**src/rtl/change_dispenser.sv**
```systemverilog
`default_nettype none
// ============================================================================
// Module   : change_dispenser
// Purpose  : Pays a change amount out as 25/10/5 coin-eject handshakes,
//            greedy largest-first, tracking per-denomination inventory.
// Revision : 1.0 - initial release
// ============================================================================
module change_dispenser #(
    parameter int         W        = 8,
    parameter int         VAL_L    = 25,
    parameter int         VAL_M    = 10,
    parameter int         VAL_S    = 5,
    parameter logic [7:0] INIT_CNT = 8'd20
) (
    input  logic         clk,
    input  logic         rst_n,
    input  logic         load,
    input  logic [W-1:0] amount,
    input  logic         restock,
    input  logic         hopper_ready,
    output logic [2:0]   eject_req,
    output logic         busy,
    output logic         done,
    output logic         short,
    output logic [W-1:0] residue,
    output logic [2:0]   empty
);

    localparam logic [W-1:0] c_val_l = W'(VAL_L);
    localparam logic [W-1:0] c_val_m = W'(VAL_M);
    localparam logic [W-1:0] c_val_s = W'(VAL_S);

    typedef enum logic [1:0] {
        S_IDLE   = 2'd0,
        S_SELECT = 2'd1,
        S_EJECT  = 2'd2,
        S_DONE   = 2'd3
    } state_t;

    state_t         r_state, w_state;
    logic [W-1:0]   r_remaining, w_remaining;
    logic [7:0]     r_cnt_l, r_cnt_m, r_cnt_s;
    logic [7:0]     w_cnt_l, w_cnt_m, w_cnt_s;
    logic [2:0]     r_eject, w_eject;
    logic           r_busy, w_busy;
    logic           r_done, w_done;
    logic           r_short, w_short;
    logic [W-1:0]   r_residue, w_residue;
    logic [2:0]     r_empty, w_empty;

    always_comb begin
        w_state     = r_state;
        w_remaining = r_remaining;
        w_cnt_l     = r_cnt_l;
        w_cnt_m     = r_cnt_m;
        w_cnt_s     = r_cnt_s;
        w_eject     = r_eject;
        w_busy      = r_busy;
        w_done      = 1'b0;
        w_short     = r_short;
        w_residue   = r_residue;

        case (r_state)
            S_IDLE: begin
                // Restock lands on the same edge as load, so the payout sees full counts
                if (restock) begin
                    w_cnt_l = INIT_CNT;
                    w_cnt_m = INIT_CNT;
                    w_cnt_s = INIT_CNT;
                end
                if (load) begin
                    w_remaining = amount;
                    w_busy      = 1'b1;
                    w_short     = 1'b0;
                    w_residue   = '0;
                    w_state     = S_SELECT;
                end
            end
            S_SELECT: begin
                if (r_remaining == '0) begin
                    w_done    = 1'b1;
                    w_short   = 1'b0;
                    w_residue = '0;
                    w_state   = S_DONE;
                end else if (r_remaining >= c_val_l && r_cnt_l != 8'd0) begin
                    w_eject = 3'b100;
                    w_state = S_EJECT;
                end else if (r_remaining >= c_val_m && r_cnt_m != 8'd0) begin
                    w_eject = 3'b010;
                    w_state = S_EJECT;
                end else if (r_remaining >= c_val_s && r_cnt_s != 8'd0) begin
                    w_eject = 3'b001;
                    w_state = S_EJECT;
                end else begin
                    w_done    = 1'b1;
                    w_short   = 1'b1;
                    w_residue = r_remaining;
                    w_state   = S_DONE;
                end
            end
            S_EJECT: begin
                if (hopper_ready) begin
                    case (r_eject)
                        3'b100: begin
                            w_remaining = r_remaining - c_val_l;
                            w_cnt_l     = (r_cnt_l != 8'd0) ? r_cnt_l - 8'd1 : 8'd0;
                        end
                        3'b010: begin
                            w_remaining = r_remaining - c_val_m;
                            w_cnt_m     = (r_cnt_m != 8'd0) ? r_cnt_m - 8'd1 : 8'd0;
                        end
                        3'b001: begin
                            w_remaining = r_remaining - c_val_s;
                            w_cnt_s     = (r_cnt_s != 8'd0) ? r_cnt_s - 8'd1 : 8'd0;
                        end
                        default: w_remaining = r_remaining;
                    endcase
                    w_eject = 3'b000;
                    w_state = S_SELECT;
                end
            end
            S_DONE: begin
                w_busy  = 1'b0;
                w_state = S_IDLE;
            end
            default: w_state = S_IDLE;
        endcase

        // Flags track the counts being written this edge, keeping them in step
        w_empty = {w_cnt_l == 8'd0, w_cnt_m == 8'd0, w_cnt_s == 8'd0};
    end

    always_ff @(posedge clk) begin
        if (!rst_n) begin
            r_state     <= S_IDLE;
            r_remaining <= '0;
            r_cnt_l     <= INIT_CNT;
            r_cnt_m     <= INIT_CNT;
            r_cnt_s     <= INIT_CNT;
            r_eject     <= 3'b000;
            r_busy      <= 1'b0;
            r_done      <= 1'b0;
            r_short     <= 1'b0;
            r_residue   <= '0;
            r_empty     <= {3{INIT_CNT == 8'd0}};
        end else begin
            r_state     <= w_state;
            r_remaining <= w_remaining;
            r_cnt_l     <= w_cnt_l;
            r_cnt_m     <= w_cnt_m;
            r_cnt_s     <= w_cnt_s;
            r_eject     <= w_eject;
            r_busy      <= w_busy;
            r_done      <= w_done;
            r_short     <= w_short;
            r_residue   <= w_residue;
            r_empty     <= w_empty;
        end
    end

    assign eject_req = r_eject;
    assign busy      = r_busy;
    assign done      = r_done;
    assign short     = r_short;
    assign residue   = r_residue;
    assign empty     = r_empty;

endmodule
`default_nettype wire
```
**config.mk**
```make
export PLATFORM = sky130hd
export DESIGN_NAME = change_dispenser
export DESIGN_NICKNAME = d
export VERILOG_FILES = /design/src/rtl/change_dispenser.sv
export SDC_FILE = /design/constraint.sdc
export NUM_CORES = 1
export LEC_CHECK = 0
export ABC_AREA = 1
export BUFFER_PORTS_ARGS = -buffer_cell sky130_fd_sc_hd__buf_2
export CORE_MARGIN = 5
export CORE_UTILIZATION = 60
export DETAILED_ROUTE_END_ITERATION = 12
export GPL_ROUTABILITY_DRIVEN = 0
export HOLD_SLACK_MARGIN = 0.06
export PLACE_DENSITY = 0.84
export SLEW_MARGIN = 30
export SYNTH_ARGS = -nofsm -noshare
export SYNTH_HDL_FRONTEND = slang
export SYNTH_SLANG_ARGS = --single-unit
export TNS_END_PERCENT = 5
```
**constraint.sdc**
```tcl
create_clock -name clk -period 2.5 [get_ports clk]
set_input_delay 0.5 -clock clk [delete_from_list [all_inputs] [get_ports clk]]
set_output_delay 0.5 -clock clk [all_outputs]
set_load 0.005 [all_outputs]
```
== Word-level counts from Yosys, hierarchy flattened ==
Cells that the tools add are included.

* Output and inout bits: 17
* Bits in registers: 51
* Input port bits: 13

* $add $sub $neg: 6
* Mux-type cells: 50
* $lt $le $gt $ge: 3
* Reductions and logical operators: 21
* Eq/ne operators: 14

{| class="wikitable"
|+ Operators with widths
! kind !! count
|-
| $mux W8 || 19
|-
| $pmux W8 S2 || 5
|-
| $logic_not A8 Y1 || 4
|-
| $pmux W8 S3 || 1
|-
| $reduce_bool A8 Y1 || 3
|-
| $sub A8 B1 Y8 const B || 3
|-
| $mux W3 || 5
|-
| $mux W1 || 14
|-
| $ne A3 B3 Y1 const B || 3
|-
| $ge A8 B3 Y1 const B || 1
|-
| $ge A8 B4 Y1 const B || 1
|-
| $ge A8 B5 Y1 const B || 1
|-
| $ne A4 B4 Y1 const B || 2
|-
| $pmux W2 S4 || 1
|-
| $reduce_and A4 Y1 || 2
|-
| $reduce_bool A2 Y1 || 4
|-
| $sub A8 B3 Y8 const B || 1
|-
| $sub A8 B4 Y8 const B || 1
|-
| $sub A8 B5 Y8 const B || 1
|-
| $ne A2 B2 Y1 const B || 3
|-
| $pmux W3 S2 || 1
|-
| $reduce_and A2 Y1 || 3
|-
| $reduce_and A5 Y1 || 1
|-
| $eq A2 B2 Y1 const B || 2
|-
| other kinds (8) || 12
|}

== Longest topological paths before layout ==
Gate-level depths: netlist (run 1).

* Depth in word-level cells: 7
* Depth in mapped cells: 13

== Worst setup path before layout (run 1) ==
Ideal clock, no wire load.

* Kind: register to register
* Start: reg r_state[0]
* End: reg r_remaining[5]
* Path buffers: 1
* Arrival time: 1.607 ns
* Path slack: 0.764 ns
* Setup time: 0.129 ns
* Cell stages (with the launch flop): 13
* Clock period less this slack: 1.736 ns
* Path through: dfxtp_1 > inv_1 > ha_1 > inv_1 > or2_1 > buf_2 > nand2_4 > inv_2 > o21ai_2 > nor2_8 > nand2_1 > o21ai_0 > a21oi_1

* Word-level cells in the longest chain between the ends: 3
* Elaborated cells on any way between the ends: 8
* Those cells by class: 4 x eq/ne; 1 x mux; 3 x reduce/logical

{| class="wikitable"
|+ RTL lines
! what !! line !! source
|-
| start: declaration || 40 || <nowiki>state_t r_state, w_state;</nowiki>
|-
| start signal: assignment || 147 || <nowiki>r_state <= w_state;</nowiki>
|-
| $eq A2 B2 Y1 or $logic_not A2 Y1 (tied branches) || 63 || <nowiki>case (r_state)</nowiki>
|-
| $ne A4 B4 Y1 (no source line), or another cell as far along || n/a ||
|-
| $reduce_and A4 Y1 (no source line) || n/a ||
|-
| end signal: assignment || 148 || <nowiki>r_remaining <= w_remaining;</nowiki>
|-
| end: declaration || 41 || <nowiki>logic [W-1:0] r_remaining, w_remaining;</nowiki>
|}

Several ways; a longest one is shown, not always the timed one.
A chain may end at the register's enable or synchronous reset.

== Worst setup path in the final report (run 1) ==
* Start: reg r_state[0]
* End: reg r_empty[1], in the netlist empty[1]

* Word-level cells in the longest chain between the ends: 3
* Elaborated cells on any way between the ends: 4
* Those cells by class: 1 x eq/ne; 1 x mux; 2 x reduce/logical

{| class="wikitable"
|+ RTL lines
! what !! line !! source
|-
| $eq A2 B2 Y1 or $logic_not A2 Y1 (tied branches) || 63 ||
|-
| $pmux W8 S2 * || 63 ||
|-
| $logic_not A8 Y1 * || 130 || <nowiki>w_empty = {w_cnt_l == 8'd0, w_cnt_m == 8'd0, w_cnt_s == 8'd0};</nowiki>
|-
| end signal: assignment || 145 || <nowiki>r_empty <= {3{INIT_CNT == 8'd0}};</nowiki>
|-
| end signal: assignment || 157 || <nowiki>r_empty <= w_empty;</nowiki>
|-
| end: declaration || 49 || <nowiki>logic [2:0] r_empty, w_empty;</nowiki>
|}

Every way passes the cells marked *; elsewhere a longest branch is shown, timed or not.

==> out/results.md, run 1 <==
• completed — run status
• 6.24 sq um — synthesized area per cell
• flop — element type at the critical path start
• 0.475 GHz — highest clock rate
• 0 — count of yosys warnings during synthesis
• 5 — total CTS buffers
• 0 — Hold Vio Cnt, Final
• 0 — CTS-repair resized insts
• 7.08% — area delta synth->final
• 5.59 — mean number of vias per cell
• 4 — sum of buffers and inverters on the critical path
• 84.3% — final cycle utilization of the critical path
• 88.9 um — Die Height
• 0.393 ns — slack of the critical path
• 0.444 ns — Worst Hold Margin
• 0 — remaining antenna violation count
• 0 — Max Cap Violations
• 3611 — vias in the first global route
• 28.9% — register share of total power
• 0 — final count of pins violating max slew
• empty[1] — R2R Path End
• 629 — synthesized netlist net count
• 0.0114 ns — Worst Skew
• 0 — hold buffers post-CTS
• 3 — hold depth
• 598 — cell count after synthesis
• 0.31 ns — clock network latency to the later pin of the worst-skew pair
• 51 — flip-flop and latch count after synthesis
• sky130_fd_sc_hd__dfxtp_1 — Critical Path Slowest Stage Cell
• 20 — pin count of the biggest net entering global routing
• 13.2% — layout cells sized above 1
• 0.530 ns — Worst Max-Slew Pin Slew
• 29 — quantity of I/O buffers inserted on ports
• 2 — depth of the CTS H-tree
• 64.6% — Slew headroom
• 52.8% — proportion of total power due to net switching
• 0.458 ns — post-place setup slack
• 25.8% — Tot GR Track Use
• r_state[0] — launch point of the worst reg-to-reg path
• 2.32 ns — arrival time worst endpoint
• 690 — Cells after DPL
• sky130_fd_sc_hd__clkbuf_8 — root buf cell
• 62.3% — effective utilization at floorplan
• 0 — number of antenna repair diodes
• 12 — number of gates on the worst path with buffers counted
• 2 — clock buffer depth
• 8 — CP Max Fanout
• 0 — number of setup buffers added after CTS
• 0.10 ns — clock-pin transition on the worst setup and hold timing paths
• 0.000781 V — IR Drop Worst-Case VDD
• 653 — number of nets at the end of the flow
• 9.72 mm — routed wire length
• 0.39 ns — Worst R2R Setup Slack
• no — unrepaired setup endpoints after global routing
• 3904 — count of vias placed by the detailed router
• 2.18 mW — net switching power
• 30 — count of boundary I/O pins
• r_state[0] — launching instance or port of the critical path
• 2.02 nW — leakage power
• 0.39 ns — Worst path max stage delay
• 51 — total number of clock tree sinks
• 12 — cell count of the worst reg-to-reg path
• 3730 sq um — mapped cell area
• 0 ns — setup tns final
• 7.42 mm — Detail Placement HPWL
• 40 — number of library cell types mapped by synthesis
• 0 — initial antenna violation count
• 0 — total congestion overflow after global routing
• flop — sort of element at the end of the critical path
• amount[2] — source of the worst hold timing path
• in2reg — Hold/Removal Path Class
• 517 — drt initial violations
• 0 — Setup violations, final
• 13.9 um — post-detailed-route wirelength per cell
• 12.0% — clock power share
• simple AND/OR/NAND/NOR gates — CP delay by family, top
• 2.11 ns — fin crit period
• 0 — number of DRC violations after detailed routing
• 1.95 mW — internal portion of total power
• 698 — Post-Layout Cell Count
• 5990 sq um — core area
• 59.1% — part of the total power dissipated in combinational logic
• 88.9 um — Chip Width
• 7900 sq um — Die Outline Area
• reg2reg — type of the worst setup path
• 4000 sq um — final design instance area without fill
• yes — TritonCTS clock tree
• 28 — floorplan row count
• 3910 sq um — Placed Area
• empty[1] — last element of the critical path
• 2.71 ns — required time at the worst-slack endpoint
• 1040 nW/um^2 — Power Dens Cells
• inv_1 -> ha_1 -> nand2_1 -> inv_1 -> nor2_4 -> inv_2 -> nand2_1 -> inv_1 -> o21ai_1 -> nand2_1 -> nand3_1 -> nor2_2 — sequence of cells on the critical path
• 27.4% — post-synthesis sequential area ratio
• 16.4 mm — wire length of the first global-routing pass
• 5 — number of detailed-routing iterations run before antenna repair
[stage by stage]
step / util [%] / power [mW]
after floorplan: - / 3.06
after global placement: 65.2 / 3.49
after detailed placement: 65.2 / 3.59
after CTS: 66.7 / 4.08
after global routing: 66.7 / 4.49
final: 66.7 / 4.13
[metal layers]
metal  share of wire (%)  wire, um  vias up  track usage, %
li1                    -         -     1971               -
met1                  46      4480     1749            36.9
met2                  44      4250      170            40.5
met3                 9.0       876       14            3.17
met4                 1.2       117        0            7.69
met5                   0         0        -               0
[worst min-delay path by stage]
stage | endpoint | slack [ns]
floorplan | residue[0] | 0.46
detailed placement | short | 0.45
CTS | r_remaining[2] | 0.43
finish | r_remaining[2] | 0.44
global placement | residue[0] | 0.45
global route | r_remaining[2] | 0.43
[worst register-to-register path: cells and delay by family (launching register included)]
| kind | cells | cell delay [ns] |
|---|---|---|
| flops | 1 | 0.39 |
| compound gates | 1 | 0.12 |
| simple gates | 6 | 0.81 |
| buf+inv | 4 | 0.38 |
| fa+ha+maj | 1 | 0.30 |
[cell type report]
| class | count | area (sq um) |
|---|---|---|
| clock buffer | 5 | 68.8 |
| clock inverter | 3 | 20.0 |
| fill | 550 | 2000 |
| inverter | 78 | 299 |
| multi-input combinational | 454 | 2320 |
| sequential | 51 | 1020 |
| tap | 75 | 93.8 |
| timing repair buffer | 32 | 168 |
[placed cells by master (no fill, tap or decap), types with 2 or more instances in the layout]
cell type,n
sky130_fd_sc_hd__nand2_4,3
sky130_fd_sc_hd__nor2_8,2
sky130_fd_sc_hd__buf_2,29
sky130_fd_sc_hd__o21ai_0,32
sky130_fd_sc_hd__nor2_2,10
sky130_fd_sc_hd__o21ai_2,2
sky130_fd_sc_hd__nor2_1,78
sky130_fd_sc_hd__inv_1,68
sky130_fd_sc_hd__ha_1,18
sky130_fd_sc_hd__nand2_1,159
sky130_fd_sc_hd__buf_4,3
sky130_fd_sc_hd__clkinv_2,2
sky130_fd_sc_hd__inv_4,2
sky130_fd_sc_hd__nand3b_1,3
sky130_fd_sc_hd__nor3_1,6
sky130_fd_sc_hd__nand2_2,3
sky130_fd_sc_hd__nand3_1,55
sky130_fd_sc_hd__o22ai_1,2
sky130_fd_sc_hd__dfxtp_1,51
sky130_fd_sc_hd__nand4_1,12
sky130_fd_sc_hd__a21oi_1,43
sky130_fd_sc_hd__clkinvlp_4,2
sky130_fd_sc_hd__clkbuf_8,5
sky130_fd_sc_hd__nor2_4,5
sky130_fd_sc_hd__inv_2,7
sky130_fd_sc_hd__nand3_4,3
sky130_fd_sc_hd__o21ai_1,6
[power by group through the flow]
stage,Clock [mW],Sequential (mW),Combinational (mW)
6_report,0.496,1.20,2.44
5_1_grt,0.539,1.22,2.73
4_1_cts,0.504,1.19,2.39
3_5_place_dp,0,1.21,2.38
3_3_place_gp,0,1.19,2.29
2_1_floorplan,0,1.13,1.93
[logic make-up (layout without fill, tap and decap cells)]
group / count (synthesis) / count (layout) / synth area share, %
compound gates: 93 / 93 / 13.5
simple gates: 342 / 342 / 42.5
buf+inv: 93 / 118 / 10.3
xor+xnor: 1 / 1 / 0.235
fa+ha+maj: 18 / 18 / 6.04
flops: 51 / 51 / 27.4
[sequential cells by signal, indices dropped and copies added (netlist names), 2 cells and up]
register	count
r_state	2
r_cnt_l	8
r_cnt_s	8
r_cnt_m	8
empty	3
r_remaining	8
eject_req	3
residue	8
[Yosys cell counts (all sizes together)]
cell    count  share of area, %
nand2     165                17
nor2       95                12
inv        77               7.9
nand3      58               8.8
dfxtp      51                27
a21oi      44               6.0
o21ai      40               5.6
ha         18               6.0
nand4      12               2.0
buf         9               1.7
nor3        7               1.2
clkbuf      6              0.60
nand3b      3              0.60
o21bai      2              0.50
o22ai       2              0.34
a211oi      1              0.20
a21o        1              0.20
a22oi       1              0.34
a31oi       1              0.17
clkinv      1              0.13
nor3b       1              0.20
o211ai      1              0.20
or2         1              0.17
xor2        1              0.23
No activity file was read; power rests on OpenSTA's default activity.
==> run 2: changes to the inputs <==
==> constraint.sdc (replaced) <==
create_clock -name clk -period 2.1 [get_ports clk]
set_input_delay 0.42 -clock clk [delete_from_list [all_inputs] [get_ports clk]]
set_output_delay 0.42 -clock clk [all_outputs]
set_load 0.005 [all_outputs]
==> out/results.md, run 2 (synthesis results as in run 1) <==
• completed — run status
• 666 — number of nets at the end of the flow
• 10.9% — area delta synth->final
• met2 — busiest metal layer after global routing
• 699 — Cells after DPL
• 0 — hold buffers post-CTS
• 9.73 mm — routed wire length
• flop — sort of element at the end of the critical path
• sky130_fd_sc_hd__nand2_1 — leading cell type in the layout, fill and taps excluded
• 4140 sq um — final design instance area without fill
• 62.3% — effective utilization at floorplan
• 35.9% — GR Layer Usage met1
• 0 — Max Cap Violations
• 2.11 nW — leakage power
• 88.9 um — Chip Width
• 7900 sq um — Die Outline Area
• 30 — count of boundary I/O pins
• 0 — Setup violations, final
• 3970 sq um — Placed Area
• 5 — total CTS buffers
• 3611 — vias in the first global route
• 0 — number of antenna repair diodes
• no — unrepaired setup endpoints after global routing
• 2.31 ns — required time at the worst-slack endpoint
• 26.2% — Tot GR Track Use
• 0 — number of DRC violations after detailed routing
• 0 — final count of pins violating max slew
• 10 — CP Max Fanout
• 16.6 mm — wire length of the first global-routing pass
• 2 — depth of the CTS H-tree
• 2.60 mW — internal portion of total power
• reg2reg — type of the worst setup path
• 13.7 um — post-detailed-route wirelength per cell
• 28 — floorplan row count
• 0 — Hold Vio Cnt, Final
• 88.9 um — Die Height
• 7.39 mm — Detail Placement HPWL
• 14.0% — clock power share
• 16.4% — layout cells sized above 1
• 1260 nW/um^2 — Power Dens Cells
• 0.365 ns — Worst Hold Margin
• in2reg — Hold/Removal Path Class
• 27.4% — register share of total power
• 0 — initial antenna violation count
• 50.0% — proportion of total power due to net switching
• 2 — clock buffer depth
• 91.7% — final cycle utilization of the critical path
• 3965 — count of vias placed by the detailed router
• 1.93 ns — fin crit period
• 5.21 mW — total power after layout
• 0 — remaining antenna violation count
• 41.5% — met2 GRT Util
• 2.14 ns — arrival time worst endpoint
• 0.000796 V — IR Drop Worst-Case VDD
• 0 — total congestion overflow after global routing
• sky130_fd_sc_hd__clkbuf_8 — root buf cell
• 5.58 — mean number of vias per cell
• 5990 sq um — core area
• 5 — number of detailed-routing iterations run before antenna repair
• 51 — total number of clock tree sinks
• 0.506 ns — Worst Max-Slew Pin Slew
• 29 — quantity of I/O buffers inserted on ports
• 0.31 ns — clock network latency to the later pin of the worst-skew pair
• 4.93% — GR Layer Usage met3
• yes — TritonCTS clock tree
• 0.519 GHz — highest clock rate
• sky130_fd_sc_hd__nand2_1 (158), sky130_fd_sc_hd__nor2_1 (78), sky130_fd_sc_hd__inv_1 (66), sky130_fd_sc_hd__nand3_1 (55), sky130_fd_sc_hd__dfxtp_1 (48) — leading cell types in the layout, fill and taps excluded
• 18 — pin count of the biggest net entering global routing
• 58.6% — part of the total power dissipated in combinational logic
• 0.00655 ns — Worst Skew
• 0 ns — setup tns final
• 0.09 ns — clock-pin transition on the worst setup and hold timing paths
• flop — element type at the critical path start
• 460 — drt initial violations
• 2.60 mW — net switching power
• 66.2% — Slew headroom
• 711 — Post-Layout Cell Count
run 2: cell types whose count changed in the layout (fill, tap and decap cells not counted), sizes merged:
cell and delta:
buf +13, clkbuf +1, bufinv +1, clkinvlp -2
run 2: power groups by stage:
| stage | sequential (mW) | combinational, mW | clock (mW) |
|---|---|---|---|
| floorplan | 1.34 | 2.29 | 0 |
| global placement | 1.41 | 2.83 | 0 |
| detailed placement | 1.43 | 2.91 | 0 |
| CTS | 1.40 | 2.93 | 0.744 |
| global route | 1.45 | 3.43 | 0.788 |
| finish | 1.43 | 3.05 | 0.727 |
run 2: worst paths after layout:
path              start              to  slack, ns  depth (start not counted)
max          r_cnt_l[2]      residue[7]       0.17                         10
max reg2reg  r_cnt_l[2]      residue[7]       0.17                         10
min           amount[2]  r_remaining[2]       0.36                          3
min reg2reg       short           short       0.46                          2
run 2: critical path, stage by stage, from the launching register on:
cell and delay (ns):
sky130_fd_sc_hd__dfxtp_1 0.35, sky130_fd_sc_hd__nor2_1 0.22, sky130_fd_sc_hd__nand2_1 0.12, sky130_fd_sc_hd__nor2_1 0.33, sky130_fd_sc_hd__nor2_1 0.07, sky130_fd_sc_hd__nand2_1 0.12
sky130_fd_sc_hd__nand2_2 0.11, sky130_fd_sc_hd__nand2_2 0.12, sky130_fd_sc_hd__nand3_4 0.13, sky130_fd_sc_hd__o21ai_0 0.21, sky130_fd_sc_hd__nor2_1 0.06
run 2: stage by stage:
stage	setup WS, ns	utilization [%]
global route	0.0230	69.1
global placement	0.112	66.3
CTS	0.0148	68.3
floorplan	0.364	-
finish	0.174	69.1
detailed placement	0.0172	66.3
run 2: cell type report:
type,count,area [sq um]
clock buffer,6,82.6
clock inverter,2,35.0
fill,511,1850
inverter,78,299
multi-input combinational,454,2340
sequential,51,1020
tap,75,93.8
timing repair buffer,45,265
run 2: routing by layer:
layer / vias up / part of all wire (%)
met5: - / 0
met4: 0 / 1.5
met3: 13 / 8.9
met2: 190 / 45
met1: 1765 / 44
li1: 1997 / -
run 2: timing repair:
item                                    4_1_cts  5_1_grt
endpoints found under the setup margin        1       22
pin swaps                                     1        1
resized for setup                             0        9
setup buffers                                 0        4
==> run 3: changes to the inputs <==
--- a/config.mk
+++ b/config.mk
@@ -12,7 +12,7 @@
 export DETAILED_ROUTE_END_ITERATION = 12
 export GPL_ROUTABILITY_DRIVEN = 0
 export HOLD_SLACK_MARGIN = 0.06
-export PLACE_DENSITY = 0.84
+export PLACE_DENSITY_LB_ADDON = 0.05
 export SLEW_MARGIN = 30
 export SYNTH_ARGS = -nofsm -noshare
 export SYNTH_HDL_FRONTEND = slang
==> out/results.md, run 3 (synthesis results as in run 1) <==
• completed — run status
• 26.8% — Tot GR Track Use
• 5 — total CTS buffers
• 0.518 GHz — highest clock rate
• 15.7% — clock power share
• simple AND/OR/NAND/NOR gates — CP delay by family, top
• sky130_fd_sc_hd__clkbuf_8 — root buf cell
• 2.64 mW — internal portion of total power
• 10.0 mm — routed wire length
• met2 — busiest metal layer after global routing
• 0 — Max Cap Violations
• 5.60 — mean number of vias per cell
• 49.9% — proportion of total power due to net switching
• 2.32 ns — required time at the worst-slack endpoint
• 0.537 ns — Worst Max-Slew Pin Slew
• 0 — Setup violations, final
• 4.56% — GR Layer Usage met3
• 0 — final count of pins violating max slew
• 88.9 um — Die Height
• 64.2% — Slew headroom
• sky130_fd_sc_hd__nand2_1 (158), sky130_fd_sc_hd__nor2_1 (77), sky130_fd_sc_hd__inv_1 (67), sky130_fd_sc_hd__nand3_1 (55), sky130_fd_sc_hd__dfxtp_1 (47) — leading cell types in the layout, fill and taps excluded
• 0.31 ns — clock network latency to the later pin of the worst-skew pair
• no — unrepaired setup endpoints after global routing
• sky130_fd_sc_hd__dfxtp_2 — Critical Path Slowest Stage Cell
• 2 — clock buffer depth
• 0 — Hold Vio Cnt, Final
• 2.15 ns — arrival time worst endpoint
• 0 — number of DRC violations after detailed routing
• 0 — number of antenna repair diodes
• 1.93 ns — fin crit period
• 0.39 ns — Worst path max stage delay
• 88.9 um — Chip Width
• yes — TritonCTS clock tree
• 62.3% — effective utilization at floorplan
• 29 — quantity of I/O buffers inserted on ports
• 2 — sum of buffers and inverters on the critical path
• 0.10 ns — clock-pin transition on the worst setup and hold timing paths
• 22 — pin count of the biggest net entering global routing
• 3954 — count of vias placed by the detailed router
• 14.2 um — post-detailed-route wirelength per cell
• 373 — drt initial violations
• 15.5% — layout cells sized above 1
• 10.6% — area delta synth->final
• 51 — total number of clock tree sinks
• 5.27 mW — total power after layout
• 5 — number of detailed-routing iterations run before antenna repair
• sky130_fd_sc_hd__nand2_1 — cell mode on critical path
• 30 — count of boundary I/O pins
• inv_1 -> ha_1 -> nand2_1 -> nand2_1 -> nand4_1 -> nand2_1 -> nand2_2 -> nand2_2 -> nand3_4 -> clkinv_2 -> nor2_1 -> nor2_1 — sequence of cells on the critical path
• flop — sort of element at the end of the critical path
• 7900 sq um — Die Outline Area
• 56.7% — part of the total power dissipated in combinational logic
• 0 — remaining antenna violation count
• 3633 — vias in the first global route
• 43.3% — met2 GRT Util
• in2reg — Hold/Removal Path Class
• 0.00100 V — IR Drop Worst-Case VDD
• 1280 nW/um^2 — Power Dens Cells
• 0.00796 ns — Worst Skew
• flop — element type at the critical path start
• 0 — initial antenna violation count
• 5990 sq um — core area
• 91.9% — final cycle utilization of the critical path
• 16.8 mm — wire length of the first global-routing pass
• 0 ns — setup tns final
• 2.09 nW — leakage power
• 2 — depth of the CTS H-tree
• reg2reg — type of the worst setup path
• 10 — CP Max Fanout
• 0 — total congestion overflow after global routing
• sky130_fd_sc_hd__nand2_1 — leading cell type in the layout, fill and taps excluded
• 661 — number of nets at the end of the flow
• 2.63 mW — net switching power
• 28 — floorplan row count
• 37.1% — GR Layer Usage met1
• 27.6% — register share of total power
• 7.60 mm — Detail Placement HPWL
run 3: power by group through the flow:
stage | registers [mW] | clock network, mW | logic [mW]
floorplan | 1.34 | 0 | 2.29
global placement | 1.44 | 0 | 2.84
detailed placement | 1.45 | 0 | 2.89
CTS | 1.43 | 0.832 | 2.92
global route | 1.48 | 0.878 | 3.35
finish | 1.45 | 0.827 | 2.99
run 3: worst paths after layout:
path                  start    endpoint  slack (ns)  cells past startpoint
max          r_remaining[0]  residue[7]        0.17                     12
max reg2reg  r_remaining[0]  residue[7]        0.17                     12
min                   rst_n  r_cnt_m[4]        0.34                      2
min reg2reg           short       short        0.47                      2
run 3: metal layers:
layer  wire length [um]  vias to the layer above
li1                   -                     1988
met5                  0                        -
met2               4330                      171
met1               4660                     1775
met4                146                        0
met3                893                       20
run 3: repair_timing:
item                       in CTS  in global routing
setup buffers                   0                  0
setup endpoints to repair       0                 17
hold buffers                    0                  0
resized for setup               0                  9
run 3: area by class of cell:
class | count | area (sq um)
multi-input cells | 454 | 2340
inverters | 78 | 299
flip-flops and latches | 51 | 1030
clock inverters | 2 | 60.1
repair buffers | 40 | 240
clock buffers | 6 | 72.6
fillers | 568 | 1860
well taps | 75 | 93.8
run 3: stage by stage:
stage / cell area [sq um] / worst slack, ns / util (%) / hold WS [ns] / instances
after detailed placement: 3980 / 0.107 / 66.4 / 0.456 / 698
after CTS: 4110 / 0.0624 / 68.6 / 0.348 / 706
after global placement: 3980 / 0.168 / 66.4 / 0.448 / 698
final: 4130 / 0.169 / 68.9 / 0.344 / 706
after global routing: 4130 / 0.0161 / 68.9 / 0.350 / 706
after floorplan: 3730 / 0.364 / - / 0.457 / 598
run 3: worst reg2reg max path, stage by stage, from the launching register on:
cell and delay, ns:
sky130_fd_sc_hd__dfxtp_2 0.39, sky130_fd_sc_hd__inv_1 0.12, sky130_fd_sc_hd__ha_1 0.23, sky130_fd_sc_hd__nand2_1 0.14, sky130_fd_sc_hd__nand2_1 0.11, sky130_fd_sc_hd__nand4_1 0.10
sky130_fd_sc_hd__nand2_1 0.10, sky130_fd_sc_hd__nand2_2 0.12, sky130_fd_sc_hd__nand2_2 0.10, sky130_fd_sc_hd__nand3_4 0.12, sky130_fd_sc_hd__clkinv_2 0.12, sky130_fd_sc_hd__nor2_1 0.12
sky130_fd_sc_hd__nor2_1 0.06
